[src/rtl/mem_port_arbiter_pkg.sv]
`default_nettype none
// ============================================================================
// mem_port_arbiter_pkg : shared arbiter state encoding and access-size codes
// Rev 1.0
// ============================================================================
package mem_port_arbiter_pkg;

  localparam logic [2:0] ARB_IDLE   = 3'd0;
  localparam logic [2:0] ARB_I_REQ  = 3'd1;
  localparam logic [2:0] ARB_D_REQ  = 3'd2;
  localparam logic [2:0] ARB_I_WAIT = 3'd3;
  localparam logic [2:0] ARB_D_WAIT = 3'd4;

  // Access size codes, also used by mem_control.
  localparam logic [1:0] SIZE_BYTE = 2'd0;
  localparam logic [1:0] SIZE_HALF = 2'd1;
  localparam logic [1:0] SIZE_WORD = 2'd2;

  typedef enum logic [2:0] {
    ST_IDLE   = ARB_IDLE,
    ST_I_REQ  = ARB_I_REQ,
    ST_D_REQ  = ARB_D_REQ,
    ST_I_WAIT = ARB_I_WAIT,
    ST_D_WAIT = ARB_D_WAIT
  } arb_state_t;

  function automatic logic is_data_owner(input arb_state_t s);
    return (s == ST_D_REQ) || (s == ST_D_WAIT);
  endfunction

endpackage
`default_nettype wire

[src/rtl/mem_port_arbiter_streak.sv]
`default_nettype none
// ============================================================================
// arb_streak_ctr : counts back-to-back data grants taken while fetch waits
// Rev 1.0
// ============================================================================
module arb_streak_ctr #(
  parameter int MAX_DATA_STREAK = 4
) (
  input  logic clk,
  input  logic rst,
  input  logic i_grant,
  input  logic i_grant_data,
  input  logic i_inst_pending,
  output logic o_starve
);

  generate
    if (MAX_DATA_STREAK == 0) begin : g_no_guard
      // Pure data priority: fetch never forces its way in.
      logic w_unused;
      assign w_unused = ^{clk, rst, i_grant, i_grant_data, i_inst_pending};
      assign o_starve = 1'b0;
    end else begin : g_guard
      localparam int CNT_W = $clog2(MAX_DATA_STREAK + 1);
      localparam logic [CNT_W-1:0] c_max_cnt = CNT_W'(MAX_DATA_STREAK);

      logic [CNT_W-1:0] r_streak;

      always_ff @(posedge clk) begin
        if (rst) begin
          r_streak <= '0;
        end else if (i_grant) begin
          if (i_grant_data && i_inst_pending) begin
            if (r_streak != c_max_cnt) begin
              r_streak <= r_streak + CNT_W'(1);
            end
          end else begin
            r_streak <= '0;
          end
        end
      end

      assign o_starve = (r_streak == c_max_cnt);
    end
  endgenerate

endmodule
`default_nettype wire

[src/rtl/mem_port_arbiter.sv]
`default_nettype none
// ============================================================================
// mem_port_arbiter : shares one sram-like port between fetch and data,
//                    data first with a starvation guard for fetch
// Rev 1.0
// ============================================================================
module mem_port_arbiter
  import mem_port_arbiter_pkg::*;
#(
  parameter int ADDR_W          = 32,
  parameter int DATA_W          = 32,
  parameter int MAX_DATA_STREAK = 4
) (
  input  logic              clk,
  input  logic              rst,
  input  logic              inst_req,
  input  logic [ADDR_W-1:0] inst_addr,
  output logic              inst_addr_ok,
  output logic              inst_data_ok,
  output logic [DATA_W-1:0] inst_rdata,
  input  logic              data_req,
  input  logic              data_wr,
  input  logic [1:0]        data_size,
  input  logic [ADDR_W-1:0] data_addr,
  input  logic [DATA_W-1:0] data_wdata,
  output logic              data_addr_ok,
  output logic              data_data_ok,
  output logic [DATA_W-1:0] data_rdata,
  output logic              mem_req,
  output logic              mem_wr,
  output logic [1:0]        mem_size,
  output logic [ADDR_W-1:0] mem_addr,
  output logic [DATA_W-1:0] mem_wdata,
  input  logic              mem_addr_ok,
  input  logic              mem_data_ok,
  input  logic [DATA_W-1:0] mem_rdata
);

  arb_state_t r_state;

  logic w_starve;
  logic w_data_win;
  logic w_sel_data;
  logic w_req_raw;
  logic w_mem_req;
  logic w_accept;

  arb_streak_ctr #(
    .MAX_DATA_STREAK (MAX_DATA_STREAK)
  ) u_streak (
    .clk            (clk),
    .rst            (rst),
    .i_grant        (w_accept),
    .i_grant_data   (w_sel_data),
    .i_inst_pending (inst_req),
    .o_starve       (w_starve)
  );

  // Selection is only live in IDLE; once a request is presented the owner is locked.
  always_comb begin
    w_data_win = data_req && !(inst_req && w_starve);
    w_sel_data = 1'b0;
    w_req_raw  = 1'b0;
    case (r_state)
      ST_IDLE: begin
        w_sel_data = w_data_win;
        w_req_raw  = data_req || inst_req;
      end
      ST_I_REQ: begin
        w_sel_data = 1'b0;
        w_req_raw  = 1'b1;
      end
      ST_D_REQ: begin
        w_sel_data = 1'b1;
        w_req_raw  = 1'b1;
      end
      default: begin
        w_sel_data = is_data_owner(r_state);
        w_req_raw  = 1'b0;
      end
    endcase
  end

  assign w_mem_req = w_req_raw && !rst;
  assign w_accept  = w_mem_req && mem_addr_ok;

  always_ff @(posedge clk) begin
    if (rst) begin
      r_state <= ST_IDLE;
    end else begin
      case (r_state)
        ST_IDLE: begin
          if (w_mem_req) begin
            if (w_accept) begin
              r_state <= w_sel_data ? ST_D_WAIT : ST_I_WAIT;
            end else begin
              r_state <= w_sel_data ? ST_D_REQ : ST_I_REQ;
            end
          end
        end
        ST_I_REQ: begin
          if (mem_addr_ok) r_state <= ST_I_WAIT;
        end
        ST_D_REQ: begin
          if (mem_addr_ok) r_state <= ST_D_WAIT;
        end
        ST_I_WAIT: begin
          if (mem_data_ok) r_state <= ST_IDLE;
        end
        ST_D_WAIT: begin
          if (mem_data_ok) r_state <= ST_IDLE;
        end
        default: r_state <= ST_IDLE;
      endcase
    end
  end

  assign mem_req   = w_mem_req;
  assign mem_wr    = w_sel_data ? data_wr    : 1'b0;
  assign mem_size  = w_sel_data ? data_size  : SIZE_WORD;
  assign mem_addr  = w_sel_data ? data_addr  : inst_addr;
  assign mem_wdata = w_sel_data ? data_wdata : '0;

  assign inst_addr_ok = w_accept && !w_sel_data;
  assign data_addr_ok = w_accept &&  w_sel_data;

  // Completions outside a WAIT state are stale and dropped.
  assign inst_data_ok = !rst && (r_state == ST_I_WAIT) && mem_data_ok;
  assign data_data_ok = !rst && (r_state == ST_D_WAIT) && mem_data_ok;

  assign inst_rdata = mem_rdata;
  assign data_rdata = mem_rdata;

endmodule
`default_nettype wire

[config.mk]
export PLATFORM = sky130hd
export DESIGN_NAME = mem_port_arbiter
export DESIGN_NICKNAME = d
export VERILOG_FILES = /design/src/rtl/mem_port_arbiter_pkg.sv /design/src/rtl/mem_port_arbiter_streak.sv /design/src/rtl/mem_port_arbiter.sv
export SDC_FILE = /design/constraint.sdc
export NUM_CORES = 1
export LEC_CHECK = 0
export BUFFER_PORTS_ARGS = -buffer_cell sky130_fd_sc_hd__buf_2
export CAP_MARGIN = 15
export CORE_AREA = 4 4 103 105
export CTS_BUF_LIST = sky130_fd_sc_hd__clkbuf_8
export CTS_CLUSTER_DIAMETER = 30
export CTS_CLUSTER_SIZE = 14
export DETAILED_ROUTE_END_ITERATION = 16
export DIE_AREA = 0 0 107 109
export GPL_TIMING_DRIVEN = 0
export HOLD_SLACK_MARGIN = 0.05
export PLACE_DENSITY = 0.53
export SYNTH_ARGS = -nofsm -noshare
export SYNTH_HDL_FRONTEND = slang
export SYNTH_HIERARCHICAL = 1
export SYNTH_SLANG_ARGS = --single-unit
[constraint.sdc]
create_clock -name clk -period 4.9 [get_ports clk]
set_clock_uncertainty 0.15 [all_clocks]
set_input_delay 0.245 -clock clk [delete_from_list [all_inputs] [get_ports clk]]
set_output_delay 0.245 -clock clk [all_outputs]
set_load 0.01 [all_outputs]
# == Word-level counts from Yosys, hierarchy flattened ==
# Cells that the tools add are included.
# Widths: inputs -> output; s select.
# word_totals
ff_bits,6
output_inout_bits,136
in_bits,137
wordCells,51
# classes
n_eq_ne,11
reduce_logical,21
n_mux,16
add_sub_neg,1
# ops
op,count
$mux 32,2
$mux 3,8
$pmux 3 s4,1
$logic_and 1x1->1,11
$ne 2x2->1 const B,4
$eq 3x2->1 const B,2
$eq 3x3->1 const B,2
$mux 2,2
$reduce_and 4->1,1
$reduce_or 2->1,2
$add 3x1->3 const B,1
$eq 3x1->1 const B,1
$logic_not 1->1,3
$logic_not 3->1,1
$ne 3x3->1 const B,1
$pmux 1 s3,1
$logic_or 1x1->1,2
$ne 2x1->1 const B,1
$pmux 1 s2,1
$reduce_and 2->1,1
$mux 1,1

# == Depth between registers and ports, before layout ==
# Gate-level depths: netlist (run 1).
# depth
word_depth,9
ltp_mapped,13
mapped_depth_nobuf,12

# == Cells and area by module ==
# Netlist (run 1), hierarchy kept.
# by_module_without_submodules
module,area_each_um2,seq_area_each_um2,n_inst,cells_each
mem_port_arbiter,1446.4,60.1,1,179
arb_streak_ctr,177.7,60.1,1,22

# == Least setup slack after synthesis (run 1) ==
# OpenSTA, ideal clock, no wires.
# synth_path
path_type,reg-to-reg
from,reg r_state[1]
to,reg r_state[1]
path_stages_with_launch,10
setup_time_ns,0.070
arrival_time_ns,2.338
n_path_buf,1
required_time_ns,4.680
synth_period_minus_slack_ns,2.558
setup_slack_ns,2.342
path_cell_list,dfxtp_1 buf_4 nor4_1 a2111oi_0 and2_1 ha_1 o21a_1 o21ai_0 or3_1 a21oi_1
# synth_via
elab_chain_cells,8
word_cells_on_any_way,22
classes_between,eq/ne (8); mux (7); reduce/logical (7)
# synth_lines
item,line,rtl
from (decl),mem_port_arbiter.sv:39,arb_state_t r_state;
from (signal assigned),mem_port_arbiter.sv:95,r_state <= w_sel_data ? ST_D_WAIT : ST_I_WAIT;
from (signal assigned),mem_port_arbiter.sv:97,r_state <= w_sel_data ? ST_D_REQ : ST_I_REQ;
$eq 3x2->1 or $eq 3x1->1 (tied branches),mem_port_arbiter.sv:64,case (r_state)
$reduce_or 2->1 (no source line),--,
$pmux 1 s2 (*),mem_port_arbiter.sv:64,
$logic_and 1x1->1 (*),mem_port_arbiter.sv:84,assign w_mem_req = w_req_raw && !rst;
net mem_req,mem_port_arbiter.sv:29,"output logic mem_req,"
$logic_and 1x1->1 (*),mem_port_arbiter.sv:85,assign w_accept = w_mem_req && mem_addr_ok;
net w_accept,mem_port_arbiter.sv:46,logic w_accept;
$mux 3 (*),mem_port_arbiter.sv:94,if (w_accept) begin
$mux 3 (*),mem_port_arbiter.sv:93,if (w_mem_req) begin
$pmux 3 s4 (*),mem_port_arbiter.sv:91,case (r_state)
# Mark *: on every way through the listed nets, which the timed path passes. The rest lies on a longest branch. The select of a mux whose other input is x is not followed.
# A chain may end at the register's enable or synchronous reset.

# == Worst setup path after layout (run 1) ==
# layout_path
from,reg u_streak.g_guard.r_streak[0]
to,out mem_addr[28]
# layout_via
elab_chain_cells,6
# layout_lines
item,line,rtl
from (decl),mem_port_arbiter_streak.sv:27,logic [CNT_W-1:0] r_streak;
from (signal assigned),mem_port_arbiter_streak.sv:35,r_streak <= r_streak + CNT_W'(1);
$eq 3x3->1,mem_port_arbiter_streak.sv:43,assign o_starve = (r_streak == c_max_cnt);
net w_starve,mem_port_arbiter.sv:41,logic w_starve;
$logic_and 1x1->1,mem_port_arbiter.sv:61,w_data_win = data_req && !(inst_req && w_starve);
$logic_not 1->1,mem_port_arbiter.sv:61,
$logic_and 1x1->1,mem_port_arbiter.sv:61,
$pmux 1 s3,mem_port_arbiter.sv:64,
$mux 32,mem_port_arbiter.sv:121,assign mem_addr = w_sel_data ? data_addr : inst_addr;
to (decl),mem_port_arbiter.sv:32,"output logic [ADDR_W-1:0] mem_addr,"
# The timed path passes the listed nets, and every way through them passes these cells.

==> qor.csv, run 1 <==
stage;metric;value;unit
outcome;outcome;finished, final reports clean;
yosys;yosysUniqueCellTypes;38;
setup_path;critPathMaxStageDelay;0.40;ns
placed_design;dp_cells;574;
finish;stdcell_count;577;
cts;cts_root_buf;clkbuf_8;
yosys;synth_fa_ha_area_frac;0.0308;
yosys;synth_xor_area_frac;0;
global_routing;grt_pass1_vias;1960;
setup_path;worstPathRequired;4.51;ns
sta;rsz0062_at_grt;false;
detailed_routing;num_vias;2144;
yosys;yosysSeqAreaShare;0.0740;
sta;fmax;0.352;GHz
setup_path;cpMostUsedCell;inv_1;
floorplan;start_util;0.168;
yosys;syn-cell-area;1620;sq um
finish;area_growth;86.7;%
yosys;ys.flop_type;dfxtp_1;
sta;finalMaxSlewViolations;0;
placed_design;dpl.hpwl;6550;um
floorplan;die_w;107;um
floorplan;core_region_area;9640;sq um
finish;drive_gt1_frac;0.784;
detailed_routing;dr.pass1.iters;4;
setup_path;r2r_slack;2.16;ns
yosys;synth-async-reset-ratio;0;
finish;fin_area;3030;sq um
floorplan;io_pins;273;
cts;postCtsSetupRepairBufs;0;
sta;post-route-min-period;2.84;ns
cts;postCtsHoldBufs;0;
setup_path;cp_num_buf_inv;4;
cts;clock_path_buffers;2;
sta;period_share;0.580;
pwr;leakagePower;1.75;nW
floorplan;rows;36;
detailed_routing;via_per_inst;3.72;
placed_design;dpl_cell_area;2990;sq um
yosys;synth_top_family_by_area;buffers and inverters;
detailed_routing;ant_nets;0;
setup_path;cp.arrival;2.45;ns
sta;slew_headroom;0.709;
sta;setup_violations;0;
yosys;syn-num-nets;342;
cts;cts_tree;built;
yosys;synthMuxAreaShare;0.222;
placed_design;portBuffers;240;
yosys;synth_warnings;6;
detailed_routing;drtIter0Drc;79;
floorplan;dieHeight;109;um
setup_path;crit_chain;inv_1 -> ha_1 -> nand2_1 -> inv_1 -> a21boi_2 -> nor3_2 -> a211oi_4 -> buf_4 -> mux2_2 -> buf_2;
yosys;synth-edff-count;0;
finish;final_common_cell;buf_2;
flow_run;cap_violations;0;
sta;fin_tns_setup;0;ns
setup_path;cp-end-kind;output port;
min_path;hp-start;rst;
min_path;min-delay-path-class;primary input to flop;
cts;path_clk_slew;0.03;ns
placed_design;place_congestion;0.791;
detailed_routing;drcViolationCount;0;
finish;diodes;0;
pwr;vdd_ir_drop_max;202;uV
setup_path;crit_path_start;u_streak/g_guard.r_streak[0]$_SDFFE_PP0P_;
global_routing;grt_pass1_wl;9720;um
detailed_routing;wirelength;7180;um
global_routing;grt_max_degree;13;
yosys;avgSynthCellArea;8.08;sq um
sta;tightest_slew;0.426;ns
cts;cts_max_level;1;
setup_path;path_delay_family;compound AO/OA/AOI/OAI gates;
setup_path;cp-start-kind;flop;
global_routing;antenna_found_initial;1;
pwr;power;947;uW
pwr;p_per_area;312;nW/um^2
setup_path;cpMaxStageDelayCell;a211oi_4;
setup_path;r2r_start;u_streak/g_guard.r_streak[0]$_SDFFE_PP0P_;
finish;mostFrequentLayoutCells;243 x buf_2, 67 x buf_4, 36 x and2_1;
global_routing;gr-usage-all-layers;0.100;
detailed_routing;wire_per_inst;12.4;um
yosys;syn-instance-count;201;
yosys;synth-simple-area-share;0.206;
yosys;synth_compound_area_frac;0.109;
cts;cts_num_sinks;6;
cts;ctsResizeCount;0;
sta;hold_viol_final;0;
yosys;synth_seq_cells;6;
setup_path;crit_fanout;10;
finish;post-route-util;0.315;
global_routing;grt_overflow_total;0;
cts;clk_latency;0.22;ns
setup_path;crit_type;flop to output port;
finish;nNetsFinal;587;
cts;cts_made_buffers;3;
floorplan;die-area;11700;sq um
worst register-to-register path: cells and delay by family, from the launching register on:
kind                       cells  cell delay [ns]
AOI/OAI and AO/OA              5             0.86
adders and majority gates      2             0.38
buffers and inverters          3             0.42
DFF                            1             0.35
and+or+nand+nor                3             0.51
cell usage after synthesis, types with 2 or more instances:
| cell type | n | area share |
|---|---|---|
| o21ai_1 | 3 | 0.0092 |
| inv_1 | 6 | 0.014 |
| dfxtp_1 | 6 | 0.074 |
| buf_6 | 3 | 0.021 |
| nor2_1 | 3 | 0.0069 |
| a21oi_1 | 6 | 0.018 |
| nand4_1 | 2 | 0.0077 |
| mux2_2 | 26 | 0.18 |
| ha_1 | 4 | 0.031 |
| buf_4 | 67 | 0.31 |
| buf_2 | 3 | 0.0092 |
| and2_1 | 36 | 0.14 |
| nor3_1 | 2 | 0.0062 |
| o21ai_0 | 3 | 0.0092 |
| nand2_1 | 3 | 0.0069 |
| mux2_1 | 6 | 0.042 |
registers in the layout, indices dropped and copies added (netlist names):
name                       count
r_state                        3
u_streak/g_guard.r_streak      3
cells by family after synthesis:
family | Yosys count
AND/OR/NAND/NOR | 55
flip-flops | 6
buffers and inverters | 81
adder cells (fa/ha/maj) | 4
multiplexers | 32
AO/OA/AOI/OAI | 23
power by group:
group | internal [mW] | leakage [nW] | switching (mW)
logic | 0.408 | 1.68 | 0.401
registers | 0.0583 | 0.0488 | 0.00757
clock network | 0.0526 | 0.0216 | 0.0193
total | 0.519 | 1.75 | 0.428
area by class of cell:
class	count	area, sq um
buffer	75	559
sequential	6	120
tap	133	166
clock buffer	3	41.3
inverter	6	22.5
multi-input combinational	114	922
timing repair buffer	240	1200
fill	1052	6610
worst paths after layout:
path                            cells past startpoint                                        end
worst min register to register                      2  u_streak/g_guard.r_streak[1]$_SDFFE_PP0P_
worst max-delay path                               10                               mem_addr[28]
worst max register to register                     13                    r_state[1]$_SDFFE_PP0P_
worst min-delay path                                2  u_streak/g_guard.r_streak[2]$_SDFFE_PP0P_
routing by layer:
metal,global-route usage,vias up,wire length [um]
met2,0.183,114,3850
met4,0.0119,2,14
met3,0.0308,4,779
met5,0,-,11
met1,0.118,929,2520
li1,-,1095,-
through the flow:
stage	hold WS, ns	setup WS (ns)
3_3_place_gp	0.312	2.16
6_report	0.0888	2.06
5_1_grt	0.0946	1.88
4_1_cts	0.0861	1.98
2_1_floorplan	0.160	2.34
3_5_place_dp	0.320	2.10
Power figures use the tool's default switching activity.
==> run 2, diff against run 1 <==
--- a/config.mk
+++ b/config.mk
@@ -15,7 +15,7 @@
 export DIE_AREA = 0 0 107 109
 export GPL_TIMING_DRIVEN = 0
 export HOLD_SLACK_MARGIN = 0.05
-export PLACE_DENSITY = 0.53
+export PLACE_DENSITY = 0.55
 export SYNTH_ARGS = -nofsm -noshare
 export SYNTH_HDL_FRONTEND = slang
 export SYNTH_HIERARCHICAL = 1
==> constraint.sdc (replaced) <==
create_clock -name clk -period 2.5 [get_ports clk]
set_clock_uncertainty 0.15 [all_clocks]
set_input_delay 0.125 -clock clk [delete_from_list [all_inputs] [get_ports clk]]
set_output_delay 0.125 -clock clk [all_outputs]
set_load 0.01 [all_outputs]
==> qor.csv, run 2 (synthesis results as in run 1) <==
stage;metric;value;unit
sta;setup_violations;4;
floorplan;die-area;11700;sq um
cts;path_clk_slew;0.04;ns
finish;final_common_cell;buf_2;
sta;finalMaxSlewViolations;0;
cts;cts_tree;built;
finish;nNetsFinal;602;
setup_path;crit_path_start;u_streak/g_guard.r_streak[0]$_SDFFE_PP0P_;
finish;mostFrequentLayoutCells;221 x buf_2, 76 x buf_4, 33 x and2_1;
cts;cts_made_buffers;3;
sta;setup_slack;-0.00793;ns
detailed_routing;via_per_inst;3.82;
global_routing;grt_overflow_total;0;
setup_path;cp.arrival;2.23;ns
detailed_routing;wl_met3;743;um
detailed_routing;maxUsedRoutingLayer;met4;
setup_path;rr_endpoint;r_state[1]$_SDFFE_PP0P_;
detailed_routing;wl_met1;2800;um
floorplan;start_util;0.168;
finish;reg.largest.list;r_state: 3 flops, u_streak/g_guard.r_streak: 3 flops;
min_path;hp-start;mem_addr_ok;
floorplan;core_region_area;9640;sq um
finish;diodes;0;
setup_path;crit_type;flop to output port;
detailed_routing;num_vias;2263;
detailed_routing;dr.pass1.iters;4;
global_routing;grt_pass1_wl;10500;um
pwr;vdd_ir_drop_max;316;uV
placed_design;place_congestion;0.789;
finish;seq_area;123;sq um
cts;clk_latency;0.22;ns
min_path;min-delay-path-class;primary input to flop;
placed_design;place_ws;-0.415;ns
outcome;outcome;complete, but fails checks;
setup_path;crit_fanout;7;
sta;tightest_slew;0.448;ns
sta;hold_viol_final;0;
flow_run;cap_violations;0;
floorplan;dieHeight;109;um
floorplan;rows;36;
sta;fmax;0.399;GHz
global_routing;gr-usage-all-layers;0.111;
pwr;power;2.40;mW
floorplan;io_pins;273;
cts;cts_max_level;1;
global_routing;antenna_found_initial;0;
pwr;leakagePower;2.00;nW
finish;num-fill-cells;1041;
setup_path;cp-start-kind;flop;
global_routing;grt_pass1_vias;2093;
cts;clock_path_buffers;2;
sta;fin_tns_setup;-0.0185;ns
detailed_routing;wirelength;8320;um
detailed_routing;ant_nets;0;
placed_design;dp_cells;574;
placed_design;dpl.hpwl;6950;um
setup_path;ff2ff_path_depth;13;
setup_path;r2r_slack;0.09;ns
floorplan;die_w;107;um
setup_path;worstPathRequired;2.23;ns
sta;rsz0062_at_grt;true;
setup_path;r2r_start;u_streak/g_guard.r_streak[0]$_SDFFE_PP0P_;
sta;period_share;1.00;
sta;slew_headroom;0.701;
global_routing;grt_max_degree;13;
detailed_routing;drtIter0Drc;67;
finish;multi_input_area;1050;sq um
finish;area_growth;115;%
cts;cts_root_buf;clkbuf_8;
detailed_routing;wl_met2;4710;um
cts;cts_num_sinks;6;
detailed_routing;drcViolationCount;0;
min_path;hold_path_end;u_streak/g_guard.r_streak[2]$_SDFFE_PP0P_;
outcome;violations;setup timing;
finish;drive_gt1_frac;0.817;
placed_design;portBuffers;240;
sta;post-route-min-period;2.51;ns
pwr;p_per_area;688;nW/um^2
min_path;hold_path_depth;3;
detailed_routing;wire_per_inst;14.0;um
finish;stdcell_count;592;
setup_path;cp-end-kind;output port;
==> run 2: cell types whose count changed in the layout (fill, tap and decap cells not counted), sizes merged <==
cell and change:
clkbuf +2, buf +11, dlygate4sd3 +2
==> run 2: cell type report <==
type                       instances  share of cell area
sequential                         6              0.0352
timing repair buffer             256               0.435
buffer                            74               0.164
tap                              133              0.0477
clock buffer                       3              0.0118
inverter                           6             0.00646
multi-input combinational        114               0.300
==> run 2: critical path: stages (launching register included) <==
cell and delay (ns):
dfxtp_2 0.34, inv_2 0.05, ha_4 0.16, nand2_2 0.08
inv_2 0.05, a21boi_4 0.19, nor3_4 0.06, a211oi_4 0.27
buf_6 0.21, clkbuf_16 0.17, mux2_4 0.30, buf_6 0.12
==> run 2: stage by stage <==
step                       util  instance area [sq um]  hold slack (ns)
after floorplan               -                   1630           0.0396
after global placement    0.310                   2990            0.191
after detailed placement  0.310                   2990            0.202
after CTS                 0.325                   3130            0.242
after global routing      0.362                   3490            0.194
final                     0.362                   3490            0.167
==> run 2: worst max path at each step <==
stage | end | cells after the start
2_1_floorplan | r_state[1]$_SDFFE_PP0P_ | 9
3_3_place_gp | r_state[1]$_SDFFE_PP0P_ | 13
3_5_place_dp | r_state[1]$_SDFFE_PP0P_ | 13
4_1_cts | mem_addr[2] | 11
6_report | mem_addr[7] | 11
5_1_grt | mem_addr[31] | 11
==> run 2: metal layers <==
metal  track usage  up-vias
met3        0.0243        4
met1         0.123     1010
met2         0.221      121
met4        0.0119        0
li1              -     1128
met5             0        -
==> run 2: repair_timing <==
action | 4_1_cts | 5_1_grt
gates resized for setup | 9 | 62
setup buffers | 4 | 7
hold buffers | 2 | 0
pin swaps | 4 | 4
hold endpoints to repair | 4 | 0
cloned | 1 | 2
setup endpoints to repair | 74 | 53
==> run 2: report_power, final <==
group / leakage, nW / internal (mW) / switching, mW
clock network: 0.0216 / 0.104 / 0.0424
logic: 1.93 / 1.20 / 0.918
registers: 0.0498 / 0.114 / 0.0168
